--- src/rtl/psum_deskew_acc.sv ---
// psum_deskew_acc
// Collects the staggered partial sums from the right edge of a systolic array,
// realigns them into one vector, and accumulates that vector over a programmable
// number of passes. Completed results go out through a valid/ready register slice.
//
// Ports
//   clk        single clock, all state on the rising edge
//   rstn       asynchronous active-low reset
//   in_valid   qualifies lane 0 of psum_in this cycle (lane r follows r cycles later)
//   psum_in    ROWS signed partial sums, lane r at [r*PARTIAL_SUM_BW +: PARTIAL_SUM_BW]
//   num_pass   passes per result, sampled with in_valid on a group's first pass (0 => 1)
//   flush      synchronous clear of the deskew pipeline, pass counter and accumulators
//   out_valid  result vector available
//   out_ready  consumer accepts the result
//   out_data   ROWS signed accumulated results, lane r at [r*ACC_BW +: ACC_BW]
//   ovf_err    sticky: a completed result was dropped while the output was full
//   clr_err    synchronous clear of ovf_err (wins over a simultaneous set)
module psum_deskew_acc #(
  parameter int unsigned ROWS           = 8,
  parameter int unsigned PARTIAL_SUM_BW = 19,
  parameter int unsigned ACC_BW         = 32
) (
  input  logic                         clk,
  input  logic                         rstn,
  input  logic                         in_valid,
  input  logic [ROWS*PARTIAL_SUM_BW-1:0] psum_in,
  input  logic [3:0]                   num_pass,
  input  logic                         flush,
  output logic                         out_valid,
  input  logic                         out_ready,
  output logic [ROWS*ACC_BW-1:0]       out_data,
  output logic                         ovf_err,
  input  logic                         clr_err
);

  // ---------------------------------------------------------------------------
  // Deskew: lane r is delayed ROWS-1-r stages so every lane of a pass lines up
  // with lane ROWS-1, which arrives last and passes straight through.
  // ---------------------------------------------------------------------------
  logic [PARTIAL_SUM_BW-1:0] aligned [ROWS];

  for (genvar r = 0; r < ROWS; r++) begin : g_lane
    localparam int unsigned Depth = ROWS - 1 - r;
    if (Depth == 0) begin : g_thru
      assign aligned[r] = psum_in[r*PARTIAL_SUM_BW +: PARTIAL_SUM_BW];
    end else begin : g_dly
      logic [PARTIAL_SUM_BW-1:0] stage_q [Depth];
      always_ff @(posedge clk or negedge rstn) begin
        if (!rstn) begin
          for (int i = 0; i < Depth; i++) stage_q[i] <= '0;
        end else if (flush) begin
          for (int i = 0; i < Depth; i++) stage_q[i] <= '0;
        end else begin
          stage_q[0] <= psum_in[r*PARTIAL_SUM_BW +: PARTIAL_SUM_BW];
          for (int i = 1; i < Depth; i++) stage_q[i] <= stage_q[i-1];
        end
      end
      assign aligned[r] = stage_q[Depth-1];
    end
  end

  // ---------------------------------------------------------------------------
  // Valid / num_pass travel with lane 0, so they see ROWS-1 stages as well.
  // ---------------------------------------------------------------------------
  logic       aligned_valid;
  logic [3:0] aligned_np;

  if (ROWS == 1) begin : g_vthru
    assign aligned_valid = in_valid;
    assign aligned_np    = num_pass;
  end else begin : g_vdly
    localparam int unsigned VDepth = ROWS - 1;
    logic       vld_q [VDepth];
    logic [3:0] np_q  [VDepth];
    always_ff @(posedge clk or negedge rstn) begin
      if (!rstn) begin
        for (int i = 0; i < VDepth; i++) begin
          vld_q[i] <= 1'b0;
          np_q[i]  <= '0;
        end
      end else if (flush) begin
        for (int i = 0; i < VDepth; i++) begin
          vld_q[i] <= 1'b0;
          np_q[i]  <= '0;
        end
      end else begin
        vld_q[0] <= in_valid;
        np_q[0]  <= num_pass;
        for (int i = 1; i < VDepth; i++) begin
          vld_q[i] <= vld_q[i-1];
          np_q[i]  <= np_q[i-1];
        end
      end
    end
    assign aligned_valid = vld_q[VDepth-1];
    assign aligned_np    = np_q[VDepth-1];
  end

  // ---------------------------------------------------------------------------
  // Accumulation over a group of passes
  // ---------------------------------------------------------------------------
  logic [ACC_BW-1:0] ext    [ROWS];
  logic [ACC_BW-1:0] acc_q  [ROWS];
  logic [ACC_BW-1:0] acc_d  [ROWS];
  logic [3:0]        pc_q, pc_d;
  logic [3:0]        n_q, n_d;
  logic [3:0]        n_eff;
  logic              done;

  always_comb begin
    for (int r = 0; r < ROWS; r++) ext[r] = ACC_BW'($signed(aligned[r]));
  end

  always_comb begin
    pc_d  = pc_q;
    n_d   = n_q;
    n_eff = n_q;
    done  = 1'b0;
    for (int r = 0; r < ROWS; r++) acc_d[r] = acc_q[r];

    if (flush) begin
      // An aligned pass in the flush cycle is in flight and is discarded too.
      pc_d = '0;
      n_d  = '0;
      for (int r = 0; r < ROWS; r++) acc_d[r] = '0;
    end else if (aligned_valid) begin
      if (pc_q == 4'd0) begin
        n_eff = (aligned_np == 4'd0) ? 4'd1 : aligned_np;
        for (int r = 0; r < ROWS; r++) acc_d[r] = ext[r];
      end else begin
        for (int r = 0; r < ROWS; r++) acc_d[r] = acc_q[r] + ext[r];
      end
      n_d = n_eff;
      if (({1'b0, pc_q} + 5'd1) == {1'b0, n_eff}) begin
        done = 1'b1;
        pc_d = '0;
      end else begin
        pc_d = pc_q + 4'd1;
      end
    end
  end

  always_ff @(posedge clk or negedge rstn) begin
    if (!rstn) begin
      pc_q <= '0;
      n_q  <= '0;
      for (int r = 0; r < ROWS; r++) acc_q[r] <= '0;
    end else begin
      pc_q <= pc_d;
      n_q  <= n_d;
      for (int r = 0; r < ROWS; r++) acc_q[r] <= acc_d[r];
    end
  end

  // ---------------------------------------------------------------------------
  // Output slice: a result arriving while the slot is full and not being drained
  // is dropped and flagged.
  // ---------------------------------------------------------------------------
  logic                   out_valid_q, out_valid_d;
  logic [ROWS*ACC_BW-1:0] out_data_q, out_data_d;
  logic                   ovf_q, ovf_d;
  logic                   drop;

  always_comb begin
    out_valid_d = out_valid_q;
    out_data_d  = out_data_q;
    drop        = 1'b0;
    if (done) begin
      if (!out_valid_q || out_ready) begin
        out_valid_d = 1'b1;
        for (int r = 0; r < ROWS; r++) out_data_d[r*ACC_BW +: ACC_BW] = acc_d[r];
      end else begin
        drop = 1'b1;
      end
    end else if (out_valid_q && out_ready) begin
      out_valid_d = 1'b0;
    end
    ovf_d = clr_err ? 1'b0 : (ovf_q | drop);
  end

  always_ff @(posedge clk or negedge rstn) begin
    if (!rstn) begin
      out_valid_q <= 1'b0;
      out_data_q  <= '0;
      ovf_q       <= 1'b0;
    end else begin
      out_valid_q <= out_valid_d;
      out_data_q  <= out_data_d;
      ovf_q       <= ovf_d;
    end
  end

  assign out_valid = out_valid_q;
  assign out_data  = out_data_q;
  assign ovf_err   = ovf_q;

endmodule

--- config.mk ---
export PLATFORM = sky130hd
export DESIGN_NAME = psum_deskew_acc
export DESIGN_NICKNAME = d
export VERILOG_FILES = /design/src/rtl/psum_deskew_acc.sv
export SDC_FILE = /design/constraint.sdc
export NUM_CORES = 2
export LEC_CHECK = 0
export BUFFER_PORTS_ARGS = -buffer_cell sky130_fd_sc_hd__buf_2
export CAP_MARGIN = 20
export CORE_ASPECT_RATIO = 1.5
export CORE_MARGIN = 4
export CORE_UTILIZATION = 30
export CTS_CLUSTER_DIAMETER = 200
export DETAILED_ROUTE_END_ITERATION = 16
export GPL_TIMING_DRIVEN = 0
export HOLD_SLACK_MARGIN = 0.05
export PLACE_DENSITY_LB_ADDON = 0.05
export SLEW_MARGIN = 20
export SYNTH_ARGS = -nofsm -noshare
export SYNTH_HDL_FRONTEND = slang
export SYNTH_SLANG_ARGS = --single-unit
--- constraint.sdc ---
create_clock -name clk -period 7.09 [get_ports clk]
set_input_delay 1.0635 -clock clk [delete_from_list [all_inputs] [get_ports clk]]
set_output_delay 1.0635 -clock clk [all_outputs]
set_load 0.02 [all_outputs]
==> results_dict.tcl <==
set metrics [dict create \
    outcome "finished clean" \
    netlist_area_um2 52400 \
    maxCapViolations 0 \
    yosysWarnings 0 \
    cts_max_level 3 \
    io_pins 420 \
    worstMarginPinSlew_ns 1.27 \
    yosysUniqueCellTypes 84 \
    via_count 41466 \
    grt_max_degree 137 \
    ff2ff_path_depth 10 \
    leakagePower_nw 30.8 \
    maxSlewHeadroom 0.156 \
    finalCriticalPeriod_ns 5.30 \
    synth-edff-count 0 \
    numPortBuffers 419 \
    r2r_setup_slack_ns 1.79 \
    clockBufferDepth 3 \
    drt_iter0_drc 2735 \
    dp_cells 8016 \
    swShare 0.241 \
    drive_gt1_frac 0.140 \
    grt_pass1_vias 42040 \
    first_pass_iters 7 \
    grt_pass1_wl_mm 310 \
    internal-power_mw 10.5 \
    timing.final.max_slew_violations 0 \
    grt_use_total 0.237 \
    syn2layout_area_growth_pct 18.9 \
    hold_class "in -> async" \
    grt-ovfl-total 0 \
    path_class "reg -> reg" \
    ant_nets 0 \
    synthCells 5304 \
    setup-violations-final 0 \
    highest_layer "met5" \
    path_clk_slew_ns 0.06 \
    wl_met2_mm 106 \
    die_y_um 520 \
    drc_errors 0 \
    synth.area.top_cells "dfrtp_1, nor2b_1, ha_1" \
    avgViaCountPerCell 5.03 \
    synth_seq_cells 1089 \
    wire_per_inst_um 26.6 \
    wl_met3_mm 13.8 \
    cp_data_arrival_time_ns 5.98 \
    seq_power_share 0.462 \
    die-area_um2 182000 \
    reg2reg_to "out_data[21]" \
    tns_ns 0 \
    wl_mm 219 \
    synth.top_cell.area_share 0.520 \
    clk_latency_ns 0.78 \
    stdcell_area_um2 62300 \
    async_flop_share 1.00 \
    hold_buffers 0 \
    crit_path_end_kind "flop" \
    crit_start "pc_q[0]" \
    ys.flop_type "dfrtp_1" \
    rsz0062_at_grt "no" \
    nets 6289 \
    p_per_area_nw_per_um2 222 \
    start_kind "flop" \
    cts_root_buffer "clkbuf_16" \
    cts_tree "built" \
    clock_sinks 1089 \
    yosysTopAreaCell "dfrtp_1" \
    min_period_over_period 0.747 \
    synth_fp_nets 5724 \
    cp-endpoint "out_data[21]" \
    die_x_um 349 \
    gp_congestion 0.914 \
    critPathRequiredTime_ns 7.77 \
    cts_resized 0 \
    p_comb_frac 0.047 \
    nFillCells 17660 \
    p_switching_mw 3.32 \
    r2r-start "pc_q[0]" \
    post_dp_cell_area_um2 58000 \
    post_cts_buffers 0 \
    skew_ns 0.0472 \
    power_frac_clock 0.491 \
    drt-met1-wl_mm 89.5 \
    numCtsBuffers 119 \
    ys_seq_area_frac 0.520 \
    finalHoldViolCount 0 \
    finalNonFillerCells 8245 \
    core_area_um2 173000 \
    antenna_found_initial 18 \
    path_max_fanout 10 \
    ir_worst_vdd_uv 186 \
    power_mw 13.8 \
    floorplan.initialDensity 0.302 \
    hpwl_mm 164 \
    avgSynthCellArea_um2 9.88 \
    fmax_ghz 0.189 \
    std_cell_rows 187 \
]
## cell type report
cell class / instances / area, um^2 / share of cell area
flip-flops and latches: 1089 / 27300 / 0.438
plain buffers: 273 / 1160 / 0.0186
multi-input cells: 3847 / 23700 / 0.381
clock buffers: 165 / 3440 / 0.0553
inverters: 95 / 357 / 0.00573
clock inverters: 58 / 791 / 0.0127
well taps: 2268 / 2840 / 0.0456
diodes: 6 / 15.0 / 0.000241
repair buffers: 444 / 2700 / 0.0434
## cell families (layout without fill, tap and decap cells)
logic type | count (synthesis) | in the layout | synth area share
AOI/OAI and AO/OA | 1242 | 1242 | 0.150
xor gates and xnor gates | 200 | 200 | 0.0334
adders and majority gates | 258 | 258 | 0.0628
buffers and inverters | 368 | 1035 | 0.0271
DFF | 1089 | 1089 | 0.520
muxes | 85 | 85 | 0.0175
other | 0 | 6 | 0
and+or+nand+nor | 2062 | 2062 | 0.189
## sequential cells by signal, summed over array words and instances (netlist names)
register and count:
acc_q 256, aligned 114, aligned_np 4, aligned_valid 1, g_lane.g_dly.stage_q 418, g_vdly.np_q 24
g_vdly.vld_q 6, n_q 4, out_data 256, out_valid 1, ovf_err 1, pc_q 4
## cell usage after synthesis, types with 10 or more instances
library cell	number
nand2b_1	32
xnor2_1	123
inv_1	95
a31oi_1	44
o21bai_1	34
nor2_1	377
a21oi_1	363
clkbuf_1	220
xor2_1	77
or3_1	21
o21a_1	34
o211ai_1	34
nand2_1	784
buf_1	25
nor3b_1	11
and2_1	10
nor3_1	68
mux2i_1	33
nand4_1	29
o31a_1	12
nor2b_1	598
ha_1	250
mux2_2	52
and3_1	29
o21ai_0	310
a311oi_1	75
o31ai_1	27
a211oi_1	56
a22o_1	10
o21ai_1	11
a21o_1	126
dfrtp_1	1089
buf_2	26
nand3_1	68
## through the flow
| step | hold WS, ns | util | worst slack, ns |
|---|---|---|---|
| after floorplan | 0.439 | - | 3.59 |
| after global placement | 0.442 | 0.331 | -20.63 |
| final | 0.198 | 0.359 | 1.79 |
| after detailed placement | 0.446 | 0.335 | 1.89 |
| after global routing | 0.211 | 0.359 | 1.70 |
| after CTS | 0.169 | 0.359 | 1.83 |
## worst min path at each step
stage	from	endpoint	cells past startpoint	slack [ns]
finish	rstn	aligned[55]	1	0.20
global route	rstn	g_lane[5].g_dly.stage_q[37]	1	0.21
CTS	rstn	aligned[55]	1	0.17
detailed placement	g_lane[0].g_dly.stage_q[107]	g_lane[0].g_dly.stage_q[88]	1	0.45
global placement	g_lane[0].g_dly.stage_q[112]	g_lane[0].g_dly.stage_q[93]	1	0.44
floorplan	g_lane[2].g_dly.stage_q[24]	aligned[100]	1	0.44
## per-layer routing
metal	track usage	vias to the layer above
li1	-	19384
met1	0.294	20550
met2	0.404	1224
met3	0.0452	306
met4	0.101	2
met5	0	-
## cells in the final DEF (no fill, tap or decap), types with 75 or more instances in the layout
cell       synthesis  routed
inv_1             95      95
a21o_1           126     126
ha_1             250     250
buf_2             26     459
xor2_1            77      77
a21oi_1          363     363
nor2b_1          598     598
clkbuf_16          0     122
dfrtp_1         1089    1089
nor2_1           377     377
nand2_1          784     784
xnor2_1          123     123
a311oi_1          75      75
o21ai_0          310     309
clkbuf_1         220     181
## power by group through the flow
stage	sequential [mW]	combinational, mW	clock (mW)
3_5_place_dp	6.49	0.666	0
6_report	6.38	0.646	6.77
3_3_place_gp	6.51	0.636	0
4_1_cts	6.38	0.667	6.95
2_1_floorplan	6.49	0.276	0
5_1_grt	6.39	0.724	7.19
## critical path, cell delays in order (launching register included)
cell and delay, ns:
dfrtp_1 0.42, inv_1 0.12, ha_1 0.22, nor3b_1 0.90
clkbuf_2 0.66, clkbuf_1 0.57, clkbuf_2 0.52, buf_16 0.21
clkbuf_1 0.74, o21ai_0 0.57, a21oi_1 0.25
(Power assumes the default switching activity.)
